$ cat config.mk
export PLATFORM = sky130hd
export DESIGN_NAME = bus_mem_slave
export DESIGN_NICKNAME = d
export VERILOG_FILES = /design/src/rtl/bus_mem_slave.sv
export SDC_FILE = /design/constraint.sdc
export NUM_CORES = 1
export LEC_CHECK = 0
export BUFFER_PORTS_ARGS = -buffer_cell sky130_fd_sc_hd__buf_2
export CAP_MARGIN = 20
export CORE_MARGIN = 2
export CORE_UTILIZATION = 50
export DETAILED_ROUTE_END_ITERATION = 8
export PLACE_DENSITY = 0.63
export SETUP_SLACK_MARGIN = 0.15
export SYNTH_ARGS = -nofsm -noshare
export SYNTH_HDL_FRONTEND = slang
export SYNTH_SLANG_ARGS = --single-unit
$ cat constraint.sdc
create_clock -name clk -period 5.3 [get_ports clk]
set_clock_uncertainty 0.2 [all_clocks]
set_input_delay 0 -clock clk [delete_from_list [all_inputs] [get_ports clk]]
set_output_delay 0 -clock clk [all_outputs]
set_load 0.005 [all_outputs]
$ cat src/rtl/bus_mem_slave.sv
// rtl/bus_mem_slave.sv - word-addressed register memory responder with programmable wait states
module bus_mem_slave #(
  parameter int                    ADDR_WIDTH  = 32,
  parameter int                    DATA_WIDTH  = 32,
  parameter int                    DEPTH       = 16,
  parameter logic [ADDR_WIDTH-1:0] BASE_ADDR   = 'h0000_1000,
  parameter int                    WAIT_STATES = 1,
  parameter logic [DATA_WIDTH-1:0] ERR_DATA    = 'hDEAD_BEEF
) (
  input  logic                  clk,
  input  logic                  rst_n,
  input  logic [ADDR_WIDTH-1:0] addr,
  input  logic [DATA_WIDTH-1:0] wdata,
  input  logic                  we,
  input  logic                  req,
  input  logic                  valid,
  output logic [DATA_WIDTH-1:0] rdata,
  output logic                  ack,
  output logic [1:0]            last_txn,
  output logic [7:0]            err_count
);

  localparam int                    IDX_W = $clog2(DEPTH);
  localparam logic [ADDR_WIDTH-1:0] SPAN  = ADDR_WIDTH'(4 * DEPTH);
  localparam logic [3:0]            WS    = 4'(WAIT_STATES);

  typedef enum logic [1:0] {
    BUS_IDLE  = 2'b00,
    BUS_READ  = 2'b01,
    BUS_WRITE = 2'b10,
    BUS_ERROR = 2'b11
  } bus_transaction_t;

  typedef enum logic [1:0] {
    S_IDLE,
    S_WAIT,
    S_RESP,
    S_RECOVER
  } state_t;

  state_t                state_q;
  state_t                state_nxt;
  logic                  accept;
  logic                  enter_resp;
  logic [3:0]            wait_cnt;
  logic [ADDR_WIDTH-1:0] cap_addr;
  logic [DATA_WIDTH-1:0] cap_wdata;
  logic                  cap_we;

  logic [ADDR_WIDTH-1:0] eff_addr;
  logic [DATA_WIDTH-1:0] eff_wdata;
  logic                  eff_we;
  logic [ADDR_WIDTH-1:0] offset;
  logic                  legal;
  logic [IDX_W-1:0]      idx;

  logic [DATA_WIDTH-1:0] mem [DEPTH];
  bus_transaction_t      txn_q;
  logic [DATA_WIDTH-1:0] rdata_q;
  logic [7:0]            err_q;

  // State register
  always_ff @(posedge clk or negedge rst_n) begin
    if (!rst_n) begin
      state_q <= S_IDLE;
    end else begin
      state_q <= state_nxt;
    end
  end

  // Next-state logic; with zero wait states the accept edge is also the commit edge
  always_comb begin
    state_nxt  = state_q;
    accept     = 1'b0;
    enter_resp = 1'b0;
    case (state_q)
      S_IDLE: begin
        if (req && valid) begin
          accept = 1'b1;
          if (WS != 4'd0) begin
            state_nxt = S_WAIT;
          end else begin
            state_nxt  = S_RESP;
            enter_resp = 1'b1;
          end
        end
      end
      S_WAIT: begin
        if (wait_cnt <= 4'd1) begin
          state_nxt  = S_RESP;
          enter_resp = 1'b1;
        end
      end
      S_RESP:    state_nxt = S_RECOVER;
      S_RECOVER: state_nxt = S_IDLE;
      default:   state_nxt = S_IDLE;
    endcase
  end

  // Capture the request and run the wait counter; bus inputs are ignored after accept
  always_ff @(posedge clk or negedge rst_n) begin
    if (!rst_n) begin
      cap_addr  <= '0;
      cap_wdata <= '0;
      cap_we    <= 1'b0;
      wait_cnt  <= 4'd0;
    end else if (accept) begin
      cap_addr  <= addr;
      cap_wdata <= wdata;
      cap_we    <= we;
      wait_cnt  <= WS;
    end else if (state_q == S_WAIT) begin
      wait_cnt  <= wait_cnt - 4'd1;
    end
  end

  // In IDLE the commit (zero-wait case) must use the live bus, otherwise the captured copy
  assign eff_addr  = (state_q == S_IDLE) ? addr  : cap_addr;
  assign eff_wdata = (state_q == S_IDLE) ? wdata : cap_wdata;
  assign eff_we    = (state_q == S_IDLE) ? we    : cap_we;

  assign offset = eff_addr - BASE_ADDR;
  assign legal  = (eff_addr[1:0] == 2'b00) && (eff_addr >= BASE_ADDR) && (offset < SPAN);
  assign idx    = offset[IDX_W+1:2];

  // Commit at the edge entering RESP: memory write, read data, status and error count
  always_ff @(posedge clk or negedge rst_n) begin
    if (!rst_n) begin
      for (int i = 0; i < DEPTH; i++) begin
        mem[i] <= '0;
      end
      rdata_q <= '0;
      txn_q   <= BUS_IDLE;
      err_q   <= 8'd0;
    end else if (enter_resp) begin
      if (legal) begin
        if (eff_we) begin
          mem[idx] <= eff_wdata;
          txn_q    <= BUS_WRITE;
        end else begin
          rdata_q  <= mem[idx];
          txn_q    <= BUS_READ;
        end
      end else begin
        if (!eff_we) begin
          rdata_q <= ERR_DATA;
        end
        txn_q <= BUS_ERROR;
        if (err_q != 8'hFF) begin
          err_q <= err_q + 8'd1;
        end
      end
    end
  end

  assign ack       = (state_q == S_RESP);
  assign rdata     = rdata_q;
  assign last_txn  = txn_q;
  assign err_count = err_q;

endmodule

After elaboration in Yosys (flattened, before gate mapping) --
Cells that the tools add are included.
Storage, ports and cells: register bits 625, memories 0, logic and storage cells 75, memory bits (read-only) 0, RAM bits 0, latch bits 0
Operators by class: mux-type cells 23, equal/unequal tests 6, divide/modulo/power cells 0, shift-type cells 0, add/subtract/negate cells 3, reduce and logical (&&, ||, !) cells 11, bitwise operators 3, multiply operators 0, order comparisons 5
Operators with widths (number):
- bitwise mux 512 bit | 1
- 2-to-1 mux 32 bit | 8
- binary-select mux 32 bit (select 4 bit) | 1
- demux 32 bit (select 4 bit) | 1
- greater-or-equal comparator 32 x 13 -> 1 bit (second input constant) | 1
- less-than comparator 32 x 7 -> 1 bit (second input constant) | 1
- subtractor 32 x 13 -> 32 bit (second input constant) | 1
- adder 8 x 1 -> 8 bit (second input constant) | 1
- 2-to-1 mux 2 bit | 4
- 2-to-1 mux 4 bit | 2
- != test 8 bit (second input constant) | 1
- case mux 2 bit (4 select lines) | 1
- AND reduction 3 bit | 2
- greater-or-equal comparator 5 bit (second input constant) | 1
- less-than comparator 5 x 1 -> 1 bit (second input constant) | 1
- 2-to-1 mux 1 bit | 5
- NOT 4 -> 5 bit | 1
- == test 2 bit (second input constant) | 2
- less-or-equal comparator 4 x 1 -> 1 bit (second input constant) | 1
- logical AND 1 bit | 4
- zero test 2 bit | 2
- != test 2 bit (second input constant) | 2
- AND reduction 2 bit | 2
- subtractor 4 x 1 -> 4 bit (second input constant) | 1
- other kinds (3) | 4

Longest topological paths before layout --
depth after elaboration 9, depth in mapped cells 15, depth with buffers taken out 9

Worst setup path after synthesis --
OpenSTA, ideal clock, no wires.
kind flip-flop to flip-flop, start point reg state_q[0], end point reg mem[353] (netlist bit), stages on the path, launching flop included 13, path buffers 3, required time 4.975 ns, setup time 0.125 ns, data arrival time 3.689 ns, path slack 1.287 ns, cells stage by stage dfrtp_1 > inv_1 > ha_1 > or4b_1 > or4_4 > a2111o_1 > and3_1 > or3_1 > buf_2 > buf_2 > nor3_4 > buf_4 > mux2_2
Between the ends: longest elaborated chain between the ends 9, elaborated cells between the ends (all ways) 20, classes of those cells add/sub: 1; order compare: 4; eq/ne: 1; mux: 7; bitwise: 1; reduce/logical: 6
RTL lines:
- start: declaration | line 41 | state_t state_q;
- start signal: assignment | line 67 | state_q <= state_nxt;
- branches (longest 9 deep; another with subtractor 32 x 13 -> 32 bit)
- end signal: indexed assignment | line 138 | mem[idx] <= eff_wdata;
- end: declaration | line 57 | logic [DATA_WIDTH-1:0] mem [DEPTH];
Several ways; the timed one is not identified. A chain may end at the register's enable or synchronous reset.

Worst setup path after layout --
start point reg state_q[1], end point reg mem[332] (netlist bit)
The elaborated chain is that of the path after synthesis.

==> reports/qor.yml <==
synthCells: 2750
seq_area_frac_synth_pct: 52.8
dp_hpwl_mm: 47.6
cts_tree: "done"
die_w_microns: 247
antenna_found_initial: 2
worst_slack_ns: 0.578
p_per_area_mw_per_mm2: 469
end_kind: "register"
areaGrowthSynthToFinish_pct: 18.4
ys_ff_latch: 625
critPathKind: "register to register"
yosys.area_share.simple_pct: 16.9
yosys_warnings: 0
path_delay_family: "simple AND/OR/NAND/NOR gates"
finalPower_uw: 16400
cap_violations: 0
reg2reg_slack_ns: 0.58
gp_congestion: 0.842
synth-xor-area-share_pct: 0.118
drcViolationCount: 0
cts-root-buf: "clkbuf_16"
cp_slowest_cell: "or3_4"
clock_sinks: 625
preCtsSetupSlack_ns: 0.327
cts-htree-levels: 3
rsz0062_at_grt: "no"
cp_num_buf_inv: 2
grt_max_degree: 173
clkLatencyLatePin_ns: 0.60
worst_slew_pin_slew_ns: 0.979
finalCritPeriodShare_pct: 89.1
vias: 22519
synthMuxAreaShare_pct: 21.3
slowest_delay_ns: 0.61
synth_top_family_by_area: "multiplexers"
fin_crit_ns: 4.72
cts_buffer_depth: 3
rows: 89
drtIter0Drc: 1854
status: "complete, no violations"
synth_compound_area_share_pct: 5.08
die_y_microns: 247
core_sq_mm: 0.0588
synth_ff_type: "dfrtp_1"
arrival_ns: 5.00
synth_edf_count: 0
grt_remaining_overflow: 0
relSlewSlack_pct: 34.8
drv_slew: 0
grt_pass1_vias: 22638
cts_buffers: 69
dr.pass1.iters: 5
cp-start-kind: "register"
p_leak_uw: 0.0166
portBuffers: 111
tns_ns: 0
antenna_left: 0
syn_area_sq_mm: 0.0296
crit_fanout: 31
grt_use_total_pct: 28.2
cp.required_ns: 5.58
fin_nets: 3050
ys_async_sr_fraction_pct: 100
grt_pass1_wl_mm: 133
dieArea_sq_mm: 0.0612
layout-drive-gt1-share_pct: 28.3
fmax_mhz: 212
routed_via_density: 5.93
cp_cell_sequence: "inv_1, ha_4, or4b_1, or4_4, a2111o_1, and3_1, or3_4, nor4_4, buf_4, mux2_2"
clkTransAtPathRegs_ns: 0.06
hold_class: "input pin to register"
hold_viol: 0
synth_cell_type_count: 63
syn_avg_cell_area_sq_um: 10.8
initial_utilization_pct: 50.4
peakVddDrop_uv: 452
finalSetupViolations: 0
routedWlPerCell_microns: 22.4
drt-total-wl_mm: 84.9
ios: 112
synth_fp_nets: 2825
synth_fa_ha_area_share_pct: 0.253
-- registers in the layout, indices dropped and copies added (netlist names) --
| name | count |
|---|---|
| mem | 512 |
| err_count | 8 |
| rdata | 32 |
| last_txn | 2 |
| cap_we | 1 |
| state_q | 2 |
| cap_wdata | 32 |
| cap_addr | 32 |
| wait_cnt | 4 |
-- synth_stat cells, types with 25 or more instances --
cell      number  share of area (%)
nand3_1      234                4.0
dfrtp_1      625                 53
a31oi_1       33               0.70
nor2_1        39               0.49
mux2_1        41                1.6
mux2_2       510                 19
buf_4         39               0.99
and3_1        49                1.0
clkbuf_1     154                2.0
nand2_1      735                9.3
a311oi_1      72                2.1
a31o_2        25               0.74
-- placed cells by master, fill, tap and decap left out, types with 7 or more instances in the layout --
cell | Yosys | final
a211oi_1 | 9 | 9
a21oi_1 | 9 | 9
a22o_1 | 8 | 8
a311oi_1 | 72 | 72
a31o_2 | 25 | 25
a31oi_1 | 33 | 33
and3_1 | 49 | 48
buf_2 | 17 | 110
buf_4 | 39 | 67
clkbuf_1 | 154 | 15
clkbuf_16 | 0 | 71
clkbuf_8 | 0 | 14
clkinv_2 | 0 | 13
dfrtp_1 | 625 | 625
dlygate4sd3_1 | 0 | 194
mux2_1 | 41 | 41
mux2_2 | 510 | 508
mux2i_1 | 12 | 8
nand2_1 | 735 | 735
nand3_1 | 234 | 233
nor2_1 | 39 | 38
nor3_1 | 21 | 21
nor3_4 | 13 | 14
nor4_1 | 8 | 7
-- tightest hold or removal path, delay by kind of cell --
| family | cells | cell delay (ns) |
|---|---|---|
| buf+inv | 2 | 0.72 |
| compound gates | 1 | 0.09 |
| simple gates | 1 | 0.07 |
-- metal layers --
metal	GRT usage, %	wire length [microns]
met1	39.8	37900
met2	44.7	39600
met3	4.55	4780
met4	9.16	2710
met5	0	0
-- kinds of logic after synthesis --
group,Yosys count
buffers and inverters,231
adders and majority gates,6
DFF,625
muxes,563
AOI/OAI and AO/OA,190
xor gates and xnor gates,4
and+or+nand+nor,1131
-- final timing paths --
check / from / to / cells past startpoint
max: state_q[1] / mem[332] / 10
min: addr[12] / cap_addr[12] / 4
max reg2reg: state_q[1] / mem[332] / 10
min reg2reg: mem[116] / mem[116] / 1
max in group asynchronous: rst_n / mem[339] / 4
min in group asynchronous: rst_n / cap_addr[30] / 4
-- stage by stage --
stage | cell area, sq um | utilization (%) | hold slack, ns | cells
floorplan | 29600 | - | -0.496 | 2750
global placement | 30900 | 52.5 | -0.101 | 3482
detailed placement | 30900 | 52.5 | -0.0939 | 3482
CTS | 35100 | 59.6 | 0.0679 | 3797
global route | 35100 | 59.7 | 0.128 | 3798
finish | 35100 | 59.7 | 0.138 | 3799
-- final cells by class --
class | instances | area, sq um
Tap cell | 773 | 967
Antenna cell | 2 | 5.00
Multi-Input combinational cell | 1894 | 13100
Inverter | 6 | 22.5
Clock buffer | 100 | 2030
Sequential cell | 625 | 15600
Clock inverter | 20 | 188
Timing Repair Buffer | 379 | 3160
Fill cell | 4714 | 23700
-- power by group --
| part | internal (uW) | switching [uW] |
|---|---|---|
| Clock | 2800 | 1940 |
| Sequential | 5120 | 256 |
| Combinational | 1960 | 4390 |
| Total | 9870 | 6580 |
-- what timing repair did --
item / CTS / global route
hold buffers: 195 / 0
hold endpoints to repair: 788 / 0
endpoints found under the setup margin: 0 / 40
buffers inserted: 0 / 0
resized for setup: 0 / 2
Power figures use the tool's default switching activity.
